`src/rtl/testfmem_pkg.sv`:
```
// Shared constants and types for the testfmem family of bus test slaves.
package testfmem_pkg;

  // PDP-6 word and bus address widths
  localparam int unsigned Pdp6DataW = 36;
  localparam int unsigned Pdp6AddrW = 18;

  // Width of the access wait counter (WAIT_CYCLES range 0..15)
  localparam int unsigned CntW = 4;

  // Power-up clear sequencer state
  typedef enum logic {
    StClear = 1'b0,
    StRun   = 1'b1
  } clear_state_e;

endpackage

```
`src/rtl/testfmem_ws_if.sv`:
```
// Avalon-MM-style word bus between a master and a testfmem slave.
// Signal names keep the slave-side view (i_ = into slave, o_ = out of slave).
interface testfmem_ws_if import testfmem_pkg::*; #(
  parameter int unsigned DATA_W = Pdp6DataW,
  parameter int unsigned ADDR_W = Pdp6AddrW
);

  logic [ADDR_W-1:0] i_address;
  logic              i_write;
  logic              i_read;
  logic [DATA_W-1:0] i_writedata;
  logic [DATA_W-1:0] o_readdata;
  logic              o_waitrequest;

  modport master (
    output i_address,
    output i_write,
    output i_read,
    output i_writedata,
    input  o_readdata,
    input  o_waitrequest
  );

  modport slave (
    input  i_address,
    input  i_write,
    input  i_read,
    input  i_writedata,
    output o_readdata,
    output o_waitrequest
  );

endinterface

```
`src/rtl/testfmem_wait_ctr.sv`:
```
// Access wait-state counter: stalls each request for WAIT_CYCLES cycles, then
// accepts it. Dropping the request mid-wait aborts and restarts the count.
// i_hold forces a stall with the counter parked at zero (used while clearing).
module testfmem_wait_ctr import testfmem_pkg::*; #(
  parameter int unsigned WAIT_CYCLES = 2
) (
  input  logic i_clk,
  input  logic i_reset_n,
  input  logic i_req,
  input  logic i_hold,
  output logic o_waitrequest,
  output logic o_accept
);

  localparam logic [CntW-1:0] WaitCnt = CntW'(WAIT_CYCLES);

  logic [CntW-1:0] cnt_q;
  logic [CntW-1:0] cnt_d;

  assign o_waitrequest = i_hold | (i_req & (cnt_q != WaitCnt));
  assign o_accept      = i_req & ~o_waitrequest;

  // Count stall edges; accept, idle and hold all return the counter to zero
  always_comb begin
    cnt_d = '0;
    if (i_req && !i_hold && o_waitrequest) begin
      cnt_d = cnt_q + 1'b1;
    end
  end

  // Wait counter register
  always_ff @(posedge i_clk or negedge i_reset_n) begin
    if (!i_reset_n) begin
      cnt_q <= '0;
    end else begin
      cnt_q <= cnt_d;
    end
  end

endmodule

```
`src/rtl/testfmem_ws.sv`:
```
// Word-addressed test memory slave with configurable wait states.
// Upper address bits above DEPTH_LOG2 are ignored, so the array aliases.
// Optional macro TESTFMEM_CLEAR_EN: zero the whole array after every reset,
// stalling the bus until the sweep is done.
module testfmem_ws import testfmem_pkg::*; #(
  parameter int unsigned DATA_W      = Pdp6DataW,
  parameter int unsigned ADDR_W      = Pdp6AddrW,
  parameter int unsigned DEPTH_LOG2  = 4,
  parameter int unsigned WAIT_CYCLES = 2
) (
  input  logic          i_clk,
  input  logic          i_reset_n,
  testfmem_ws_if.slave  bus
);

  localparam int unsigned Depth = 2 ** DEPTH_LOG2;

  logic [DATA_W-1:0]     mem [Depth];
  logic [DEPTH_LOG2-1:0] addr;
  logic                  unused_addr_hi;
  logic                  req;
  logic                  waitreq;
  logic                  accept;
  logic                  clearing;
  logic [DEPTH_LOG2-1:0] clr_idx;
  logic                  bus_we;

  assign addr           = bus.i_address[DEPTH_LOG2-1:0];
  assign unused_addr_hi = ^bus.i_address[ADDR_W-1:DEPTH_LOG2];
  assign req            = bus.i_read | bus.i_write;

`ifdef TESTFMEM_CLEAR_EN
  clear_state_e          state_q;
  clear_state_e          state_d;
  logic [DEPTH_LOG2-1:0] idx_q;
  logic [DEPTH_LOG2-1:0] idx_d;

  // Clear sweep: one word per cycle, then hand the bus over
  always_comb begin
    state_d = state_q;
    idx_d   = idx_q;
    if (state_q == StClear) begin
      idx_d = idx_q + 1'b1;
      if (idx_q == '1) begin
        state_d = StRun;
      end
    end
  end

  // Clear sequencer state and sweep index
  always_ff @(posedge i_clk or negedge i_reset_n) begin
    if (!i_reset_n) begin
      state_q <= StClear;
      idx_q   <= '0;
    end else begin
      state_q <= state_d;
      idx_q   <= idx_d;
    end
  end

  assign clearing = (state_q == StClear);
  assign clr_idx  = idx_q;
`else
  assign clearing = 1'b0;
  assign clr_idx  = '0;
`endif

  testfmem_wait_ctr #(
    .WAIT_CYCLES (WAIT_CYCLES)
  ) u_wait_ctr (
    .i_clk         (i_clk),
    .i_reset_n     (i_reset_n),
    .i_req         (req),
    .i_hold        (clearing),
    .o_waitrequest (waitreq),
    .o_accept      (accept)
  );

  // Reset gates bus writes: with zero wait states accept is otherwise live in reset
  assign bus_we = accept & bus.i_write & i_reset_n;

  // Storage array; not reset, cleared by the optional sweep instead
  always_ff @(posedge i_clk) begin
    if (clearing) begin
      mem[clr_idx] <= '0;
    end else if (bus_we) begin
      mem[addr] <= bus.i_writedata;
    end
  end

  // Combinational read port; shows the pre-write word on a read+write accept
  always_comb begin
    bus.o_readdata = '0;
    if (bus.i_read && !waitreq) begin
      bus.o_readdata = mem[addr];
    end
  end

  assign bus.o_waitrequest = waitreq;

endmodule

```
`src/flat_wrapper.sv`:
```
// flat-port wrapper written by rule: the top's interface ports become plain ports
module testfmem_ws_flat import testfmem_pkg::*;
#(
  parameter int unsigned DATA_W      = Pdp6DataW,
  parameter int unsigned ADDR_W      = Pdp6AddrW,
  parameter int unsigned DEPTH_LOG2  = 4,
  parameter int unsigned WAIT_CYCLES = 2
)
  (i_clk, i_reset_n, bus_i_address, bus_i_write, bus_i_read, bus_i_writedata, bus_o_readdata, bus_o_waitrequest);
  testfmem_ws_if #(.DATA_W(DATA_W), .ADDR_W(ADDR_W)) bus_i ();
  input  logic i_clk;
  input  logic i_reset_n;
  input wire logic [$bits(bus_i.i_address)-1:0] bus_i_address;
  input wire logic [$bits(bus_i.i_write)-1:0] bus_i_write;
  input wire logic [$bits(bus_i.i_read)-1:0] bus_i_read;
  input wire logic [$bits(bus_i.i_writedata)-1:0] bus_i_writedata;
  output wire logic [$bits(bus_i.o_readdata)-1:0] bus_o_readdata;
  output wire logic [$bits(bus_i.o_waitrequest)-1:0] bus_o_waitrequest;
  assign bus_i.i_address = bus_i_address;
  assign bus_i.i_write = bus_i_write;
  assign bus_i.i_read = bus_i_read;
  assign bus_i.i_writedata = bus_i_writedata;
  assign bus_o_readdata = bus_i.o_readdata;
  assign bus_o_waitrequest = bus_i.o_waitrequest;
  testfmem_ws #(.DATA_W(DATA_W), .ADDR_W(ADDR_W), .DEPTH_LOG2(DEPTH_LOG2), .WAIT_CYCLES(WAIT_CYCLES)) u_core (.i_clk(i_clk), .i_reset_n(i_reset_n), .bus(bus_i));
endmodule
```
`config.mk`:
```
export PLATFORM = sky130hd
export DESIGN_NAME = testfmem_ws_flat
export DESIGN_NICKNAME = d
export VERILOG_FILES = /design/src/rtl/testfmem_pkg.sv /design/src/rtl/testfmem_ws_if.sv /design/src/rtl/testfmem_wait_ctr.sv /design/src/rtl/testfmem_ws.sv /design/src/flat_wrapper.sv
export SDC_FILE = /design/constraint.sdc
export NUM_CORES = 1
export LEC_CHECK = 0
export CORE_MARGIN = 2
export CORE_UTILIZATION = 30
export DETAILED_ROUTE_END_ITERATION = 12
export MAX_ROUTING_LAYER = met4
export REMOVE_ABC_BUFFERS = 1
export SYNTH_ARGS = -nofsm -noshare
export SYNTH_HDL_FRONTEND = slang
export SYNTH_SLANG_ARGS = --single-unit
```
`constraint.sdc`:
```
create_clock -name i_clk -period 4.02 [get_ports i_clk]
set_input_delay 1.005 -clock i_clk [delete_from_list [all_inputs] [get_ports i_clk]]
set_output_delay 1.005 -clock i_clk [all_outputs]
set_load 0.01 [all_outputs]
```
# == Yosys cells after proc, flatten, opt, wreduce, memory -nomap -nowiden ==
# Memory sizes are Yosys's and may differ from the RTL's.
# Cells that the tools add are included.
# totals
register_bits,4
latchBits,0
ram_bits,576
mem_bits_ro,0
in_bits,58
output_inout_bits,37
mem_count,1
# memory_table
name,depth,width,rd,rd_ports_with_merged_regs,wr,line,source
u_core.mem,16,36,1,0,1,testfmem_ws.sv:18,logic [DATA_W-1:0] mem [Depth];
# classes
n_addsub,1
multipliers,0
div,0
magnitude_cmp,0
eq_ne,1
shift,0
n_mux,4
bitwise,6
n_reduce_logical,3
# op_table
cell,count
$mux W36,1
$add A4 B1 Y4 const B,1
$and A1 B1 Y1,4
$mux W4,1
$ne A4 B2 Y1 const B,1
$logic_and A1 B1 Y1,2
$mux W1,2
$logic_not A1 Y1,1
$not A1 Y1,1
$or A1 B1 Y1,1

# == Logic depth before layout (Yosys ltp) ==
# Gate-level depths: netlist (run 1).
# depth
ltp_word,8
depth_mapped,7
ltp_nobuf,5

# == Cells and area by module ==
# From an unflattened synthesis (run 1), not the netlist that was laid out.
# hier_totals
hier_cells,1052
hier_area_um2,22271.4
# by_module_without_submodules
module,instances,cells_per_inst,area_per_inst_um2
testfmem_ws,1,1031,22054.9
testfmem_wait_ctr,1,21,216.5

# == Worst setup path before layout (run 1) ==
# No wires, ideal clock.
# synth_timing
kind,input to register
startpoint,input port bus_i_address[1]
endpoint,"memory u_core.mem[2][0] in the netlist's numbering, enable pin"
arrival_time_ps,4250
required_ps,3546
setup_slack_ps,-704
cell_stages,5
cell_sequence,clkbuf_1 > buf_2 > buf_2 > nand4b_1 > nor3_1
# synth_lines
item,line,source
from (decl),flat_wrapper.sv:13,input wire logic [$bits(bus_i.i_address)-1:0] bus_i_address;
to (decl),testfmem_ws.sv:18,
# No word-level cell before the write port.

# == Worst setup path after layout (run 1) ==
# layout_timing
startpoint,input port bus_i_read
endpoint,output port bus_o_readdata[34]
# layout_between
elab_chain_cells,5
# layout_rtl
item,line,source
from (decl),flat_wrapper.sv:15,input wire logic [$bits(bus_i.i_read)-1:0] bus_i_read;
$or A1 B1 Y1,testfmem_ws.sv:30,assign req = bus.i_read | bus.i_write;
$and A1 B1 Y1,testfmem_wait_ctr.sv:20,assign o_waitrequest = i_hold | (i_req & (cnt_q != WaitCnt));
$logic_not A1 Y1,testfmem_ws.sv:94,if (bus.i_read && !waitreq) begin
$logic_and A1 B1 Y1 (*),testfmem_ws.sv:94,
$mux W36 (*),testfmem_ws.sv:94,
to (decl),flat_wrapper.sv:17,output wire logic [$bits(bus_i.o_readdata)-1:0] bus_o_readdata;
# Mark *: on every way between the ends. The rest lies on a longest branch, timed or not.

==> summary.md, run 1 <==
| Metric | Value |
|---|---|
| Iter 0 DRT Violations | `between 700 and 800` |
| Max-slew headroom | `0.579` |
| Number of global-route vias before repair | `roughly 11000` |
| CTS Buf Count | `between 50 and 60` |
| Drt first pass iters | `9` |
| Critical Path Most Common Cell | `clkdlybuf4s50_1` |
| Largest net degree at the start of global routing | `27` |
| Post-Route Skew | `roughly 0.016 ns` |
| Share of layout cells above drive strength 1 | `0.313` |
| Min-Delay Path Class | `reg -> reg` |
| CTS tree | `yes` |
| Leak | `roughly 9 nW` |
| Rows | `between 90 and 100` |
| Final worst slack | `-0.109 ns` |
| First-pass GRT wire length | `approximately 75000 um` |
| Critical Path RT | `approximately 3 ns` |
| Pre-CTS setup slack | `-0.338 ns` |
| Worst Path Max Fanout | `20` |
| WHS Endpoint | `u_core.u_wait_ctr.cnt_q[0]$_DFF_PN0_` |
| Tot GR Track Use | `0.140` |
| Syn Inst Count | `between 900 and 1000` |
| Syn Std Cell Area | `~0.022 mm2` |
| Tot Pwr | `12.9 mW` |
| WS Path Type | `in -> out` |
| Drt total wl | `51000 um` |
| MaxCap Viol Count | `0` |
| Final Hold Vio Count | `0` |
| Worst reg2reg setup slack | `1.35 ns` |
| Congestion Overflow GR | `0` |
| Final setup vio count | `2` |
| Port bufs | `80` |
| Synth Warn # | `0` |
| Switching power total | `roughly 2.7 mW` |
| Via density | `roughly 4.9` |
| Period utilisation layout | `1.03` |
| Maximum VDD drop | `around 0.37 mV` |
| Net Sw Frac | `0.210` |
| Number of H-tree levels | `2` |
| Clock group share of total power | `0.408` |
| Remaining antenna violation count | `0` |
| Fill cells | `~6600` |
| Failing checks | `DRC, setup timing` |
| Avg Inst Size Synth | `roughly 23 um2` |
| CP delay by family, top | `buffers and inverters` |
| Internal | `between 10 and 15 mW` |
| Clk Latency, worst-skew pair | `around 0.61 ns` |
| Clk pin slew, worst setup/hold paths | `~0.06 ns` |
| Fmax | `approximately 0.24 GHz` |
| Hold_sp | `u_core.u_wait_ctr.cnt_q[0]$_DFF_PN0_` |
| Worst-path cell chain | `clkdlybuf4s50_1 > and4bb_4 > nand3b_2 > buf_12 > o221ai_4 > buf_4 > clkdlybuf4s50_1` |
| Power Density | `roughly 470 mW/mm2` |
| Reg power frac | `0.521` |
| RR Endpoint | `u_core.mem[11][14]$_DFFE_PP_` |
| Max-slew violation count | `0` |
| Flops & latches, synth | `580` |
| Ports | `95` |
| Layout area overhead | `22.6%` |
| RSZ-0062 raised after global routing | `true` |
| Slew @ Worst Pin | `roughly 0.63 ns` |
| DR DRC count | `8` |
| CTS Sinks | `580` |
| Hpwl dp | `between 30000 and 40000 um` |
| Final net count | `between 1000 and 1500` |
| Startpoint Class | `input port` |
| Drt wl/cell | `between 20 and 25 um` |
| CP bufs+invs | `4` |
| Crit path DAT | `between 3 and 4 ns` |
| Synth cell types | `27` |
| Gpl congestion | `~0.7` |
| Die W | `276 um` |
| Reg2Reg Depth | `7` |
| Hold depth | `1` |
| Clk buf depth | `3` |
| Initial antenna violation count | `1` |
| Outcome | `complete, but fails checks` |
| Die area | `between 0.07 and 0.08 mm2` |
| CP max stage delay | `around 0.52 ns` |
| Register area share after synthesis | `0.784` |
| CORE AREA | `0.0731 mm2` |
| Logic gate share of total power | `0.071` |
| Via count | `between 10000 and 15000` |
| Clk root buf | `clkbuf_16` |
| Slowest CP cell | `clkdlybuf4s50_1` |
| RR Startpoint | `u_core.u_wait_ctr.cnt_q[0]$_DFF_PN0_` |
| Initial core utilization | `0.304` |
| Hold-fix buffers at CTS | `0` |
| CP Capture Type | `output port` |
| Min Tclk post-route | `just over 4 ns` |
| Die Height | `about 280 um` |
==> routing by layer <==
| layer | wire, um | track usage | vias up |
|---|---|---|---|
| met2 | 25700 | 0.231 | 240 |
| met1 | 21500 | 0.178 | 5731 |
| met4 | 1010 | 0.0364 | 0 |
| met3 | 2750 | 0.0272 | 74 |
| met5 | 0 | - | - |
| li1 | - | - | 4500 |
==> cell usage in the layout (no fill, tap or decap), drive strengths merged, types with 2 or more instances in the layout <==
| master | count |
|---|---|
| edfxtp | 576 |
| mux4 | 144 |
| buf | 122 |
| clkbuf | 71 |
| clkdlybuf4s50 | 42 |
| inv | 41 |
| nand3 | 37 |
| mux2i | 36 |
| o221ai | 36 |
| dlygate4sd2 | 30 |
| clkinv | 26 |
| nor2 | 16 |
| bufinv | 6 |
| nor3 | 4 |
| dfrtp | 4 |
| nand2b | 3 |
| diode | 2 |
| nand4b | 2 |
| ha | 2 |
| dlymetal6s2s | 2 |
==> area by class of cell <==
cell class	instances	area, um2	area share
Antenna cell	2	5.00	0.000184
Inverter	39	146	0.00538
Tap cell	959	1200	0.0441
Clock inverter	35	315	0.0116
Clock buffer	71	1520	0.0559
Timing Repair Buffer	196	2010	0.0738
Multi-Input combinational cell	290	4600	0.169
Sequential cell	580	17400	0.640
==> registers in the layout (all words and copies together), names as in the netlist <==
register and count:
u_core.u_wait_ctr.cnt_q 4, u_core.mem 576
==> worst max path at each step <==
stage          depth (start not counted)  startpoint                         end
2_1_floorplan                          3   i_reset_n  u_core.mem[2][0]$_DFFE_PP_
3_3_place_gp                           7  bus_i_read          bus_o_readdata[27]
3_5_place_dp                           7  bus_i_read           bus_o_readdata[8]
4_1_cts                                7  bus_i_read          bus_o_readdata[32]
5_1_grt                                7  bus_i_read          bus_o_readdata[34]
6_report                               7  bus_i_read          bus_o_readdata[34]
==> kinds of logic (layout without fill, tap and decap cells) <==
logic type	Yosys count	in the layout	synth area share
AOI/OAI and AO/OA	37	37	0.0146
xor gates and xnor gates	2	2	0.000790
adders and majority gates	2	2	0.00113
buffers and inverters	94	341	0.0206
DFF	580	580	0.784
muxes	180	180	0.162
other	0	2	0
and+or+nand+nor	69	69	0.0164
==> cell usage after synthesis <==
master / number / share of area
clkbuf_1: 24 / 0.0041
o221ai_1: 36 / 0.014
nor3_1: 4 / 0.00090
inv_1: 39 / 0.0066
nand4_1: 1 / 0.00028
nand2b_1: 3 / 0.00085
nand3b_2: 1 / 0.00051
nor4bb_1: 1 / 0.00045
ha_1: 2 / 0.0011
nand4b_1: 2 / 0.00079
mux2i_1: 36 / 0.016
nand2_1: 1 / 0.00017
buf_6: 9 / 0.0046
xor2_1: 1 / 0.00039
and4bb_1: 1 / 0.00056
dfrtp_1: 4 / 0.0045
buf_2: 17 / 0.0038
and2_1: 1 / 0.00028
mux4_2: 144 / 0.15
edfxtp_1: 576 / 0.78
buf_4: 4 / 0.0014
nand4bb_1: 1 / 0.00051
nor2_1: 16 / 0.0027
xnor2_1: 1 / 0.00039
nand3_1: 37 / 0.0083
buf_1: 1 / 0.00017
o32ai_1: 1 / 0.00039
==> repair_timing <==
| item | in CTS | in global routing |
|---|---|---|
| setup endpoints to repair | 36 | 5 |
| pin swaps | 1 | 0 |
| resized for setup | 60 | 6 |
| setup buffers | 1 | 0 |
==> power groups by stage <==
stage          combinational [mW]  sequential, mW  clock (mW)
2_1_floorplan               0.323            6.84           0
3_3_place_gp                0.889            6.84           0
3_5_place_dp                0.904            6.85           0
4_1_cts                     0.927            6.72        5.36
5_1_grt                     0.984            6.72        5.58
6_report                    0.912            6.72        5.25
==> through the flow <==
step | hold WS (ns) | TNS [ns] | area [um2] | utilization | instances
detailed placement | 0.485 | -7.28 | 25200 | 0.345 | 2063
CTS | 0.493 | -0.322 | 27200 | 0.372 | 2170
global route | 0.505 | -0.282 | 27200 | 0.372 | 2171
finish | 0.491 | -0.191 | 27200 | 0.372 | 2172
global placement | 0.469 | -6.46 | 25200 | 0.345 | 2063
floorplan | 0.455 | -83.00 | 21900 | - | 909
No activity file was read; power rests on OpenSTA's default activity.
==> run 2, diff against run 1 <==
--- a/config.mk
+++ b/config.mk
@@ -5,10 +5,14 @@
 export SDC_FILE = /design/constraint.sdc
 export NUM_CORES = 1
 export LEC_CHECK = 0
+export CELL_PAD_IN_SITES_DETAIL_PLACEMENT = 0
+export CELL_PAD_IN_SITES_GLOBAL_PLACEMENT = 1
 export CORE_MARGIN = 2
 export CORE_UTILIZATION = 30
 export DETAILED_ROUTE_END_ITERATION = 12
+export HOLD_SLACK_MARGIN = 0.05
 export MAX_ROUTING_LAYER = met4
+export PLACE_DENSITY_LB_ADDON = 0.1
 export REMOVE_ABC_BUFFERS = 1
 export SYNTH_ARGS = -nofsm -noshare
 export SYNTH_HDL_FRONTEND = slang
==> constraint.sdc (replaced) <==
create_clock -name i_clk -period 3.45 [get_ports i_clk]
set_input_delay 0.8625 -clock i_clk [delete_from_list [all_inputs] [get_ports i_clk]]
set_output_delay 0.8625 -clock i_clk [all_outputs]
set_load 0.01 [all_outputs]
==> run 2 against run 1 <==
Net effect:
- the run ends with DRC left
- via count increased by 0.46%
- power increased by 20%
- routed wire length increased by 14%
- highest routed layer unchanged
- final cell count increased by 1.9%
- sequential share of layout area decreased by 2.0 points
- clock power increased by 23%
- combinational power increased by 30%
- sequential power increased by 17%
- critical path depth unchanged
- sequential cell count unchanged
- clock skew decreased by 0.0018 ns
==> summary.md, run 2 (same netlist as run 1, synthesis figures left out) <==
| Metric | Value |
|---|---|
| CTS Sinks | `580` |
| Max-slew headroom | `0.573` |
| Via count | `roughly 11000` |
| RSZ-0062 raised after global routing | `true` |
| Min Tclk post-route | `3.37 ns` |
| Internal | `~12 mW` |
| Remaining antenna violation count | `0` |
| Tot Pwr | `roughly 15 mW` |
| Final net count | `1261` |
| Layout Cells excl Fill | `roughly 2200` |
| Die W | `276 um` |
| Die Height | `about 280 um` |
| Slew @ Worst Pin | `between 0.6 and 0.7 ns` |
| Share of layout cells above drive strength 1 | `0.367` |
| Final Core Density | `0.384` |
| Final setup vio count | `0` |
| Worst reg2reg setup slack | `approximately 1.2 ns` |
| Ports | `95` |
| Rows | `between 90 and 100` |
| CORE AREA | `about 0.073 mm2` |
| Tot GR Track Use | `0.163` |
| Number of H-tree levels | `3` |
| Power Density | `550 mW/mm2` |
| Largest registers | `u_core.mem: 576 flops, u_core.u_wait_ctr.cnt_q: 4 flops` |
| CTS tree | `yes` |
| Layout area overhead | `26.6%` |
| Reg power frac | `0.506` |
| Min Hold Slack | `~0.48 ns` |
| Clock group share of total power | `0.417` |
| Initial antenna violation count | `2` |
| Worst Path Max Fanout | `6` |
| Initial core utilization | `0.304` |
| Most frequent cells in the layout | `576 x edfxtp_1, 144 x mux4_2, 76 x buf_4` |
| Number of global-route vias before repair | `between 10000 and 15000` |
| WS Path Type | `in -> out` |
| Crit path DAT | `2.51 ns` |
| Period utilisation layout | `0.978` |
| Post-Route Skew | `between 0.01 and 0.015 ns` |
| Min-Delay Path Class | `in -> async` |
| Maximum VDD drop | `about 0.22 mV` |
| RR Endpoint | `u_core.mem[1][0]$_DFFE_PP_` |
| MaxCap Viol Count | `0` |
| Final worst slack | `between 0.07 and 0.08 ns` |
| Clk root buf | `clkbuf_16` |
| Outcome | `complete, but fails checks` |
| Failing checks | `DRC` |
| Critical Path RT | `around 2.6 ns` |
| Gpl congestion | `0.691` |
| Largest net degree at the start of global routing | `28` |
| Max reg flops | `approximately 580` |
| Drt total wl | `approximately 60000 um` |
| Port bufs | `80` |
| Iter 0 DRT Violations | `between 700 and 800` |
| Via density | `around 4.8` |
| Hpwl dp | `about 33000 um` |
| Clk buf depth | `3` |
| Drt wl/cell | `between 20 and 30 um` |
| Net Sw Frac | `0.219` |
| Most flops, register | `u_core.mem` |
| Dpl cells | `2064` |
| CP Capture Type | `output port` |
| Clk pin slew, worst setup/hold paths | `around 0.050 ns` |
| Leak | `roughly 9.1 nW` |
| Most common cell after layout, fill and taps aside | `edfxtp_1` |
| Switching power total | `approximately 3.4 mW` |
| CTS Buf Count | `between 60 and 70` |
| Clk Latency, worst-skew pair | `about 0.6 ns` |
| Reg2Reg Depth | `8` |
| Fmax | `slightly below 0.3 GHz` |
| Max-slew violation count | `0` |
| Pre-CTS setup slack | `-0.562 ns` |
| Die area | `about 0.076 mm2` |
| Final Hold Vio Count | `0` |
| Congestion Overflow GR | `0` |
| Logic gate share of total power | `0.077` |
| First-pass GRT wire length | `between 80000 and 90000 um` |
| RR Startpoint | `u_core.u_wait_ctr.cnt_q[0]$_DFF_PN0_` |
| Drt first pass iters | `10` |
| Startpoint Class | `input port` |
| DR DRC count | `2` |
[run 2: timing repair]
| item | 4_1_cts | 5_1_grt |
|---|---|---|
| gates cloned | 5 | 0 |
| pin swaps | 6 | 2 |
| hold buffers | 0 | 0 |
| buffers inserted | 19 | 5 |
| resized for setup | 151 | 28 |
| setup endpoints to repair | 36 | 23 |
[run 2: per-layer routing]
metal	up-vias	share of wire	track usage
met2	189	0.48	0.252
li1	4574	-	-
met5	-	0	-
met4	0	0.016	0.0434
met1	5768	0.47	0.224
met3	63	0.036	0.0251
[run 2: worst max path at each step]
stage | slack [ns] | from | to
detailed placement | -0.56 | bus_i_read | bus_o_readdata[31]
global route | -0.0008 | u_core.u_wait_ctr.cnt_q[0]$_DFF_PN0_ | bus_o_readdata[24]
CTS | 0.002 | u_core.u_wait_ctr.cnt_q[0]$_DFF_PN0_ | bus_o_readdata[33]
global placement | -0.57 | bus_i_read | bus_o_readdata[31]
floorplan | -1.01 | i_reset_n | u_core.mem[2][0]$_DFFE_PP_
finish | 0.08 | bus_i_address[0] | bus_o_readdata[7]
[run 2: per-stage QoR]
stage          area [um2]  setup TNS, ns
4_1_cts             28100              0
6_report            28100              0
3_3_place_gp        25500         -14.61
5_1_grt             28100      -0.000788
2_1_floorplan       21900        -158.35
3_5_place_dp        25500         -14.78
[run 2: cell type report]
class                   instances  area, um2
fillers                      6667      45000
repair buffers                222       2650
inverters                      39        146
diodes                          2       5.00
clock buffers                  94       1820
well taps                     959       1200
clock inverters                28        156
multi-input cells             290       4720
flip-flops and latches        580      17400
[run 2: worst max-delay path, stage by stage]
cell             delay (ns)
buf_16                 0.13
buf_8                  0.13
bufbuf_16              0.27
mux4_2                 0.50
mux2i_2                0.21
o221ai_2               0.14
clkdlybuf4s15_2        0.25
[run 2: power by group through the flow]
stage,clock (mW),sequential [mW],combinational (mW)
CTS,6.66,7.83,1.22
floorplan,0,7.97,0.376
global placement,0,7.98,1.09
detailed placement,0,7.98,1.09
global route,6.92,7.83,1.29
finish,6.44,7.83,1.19
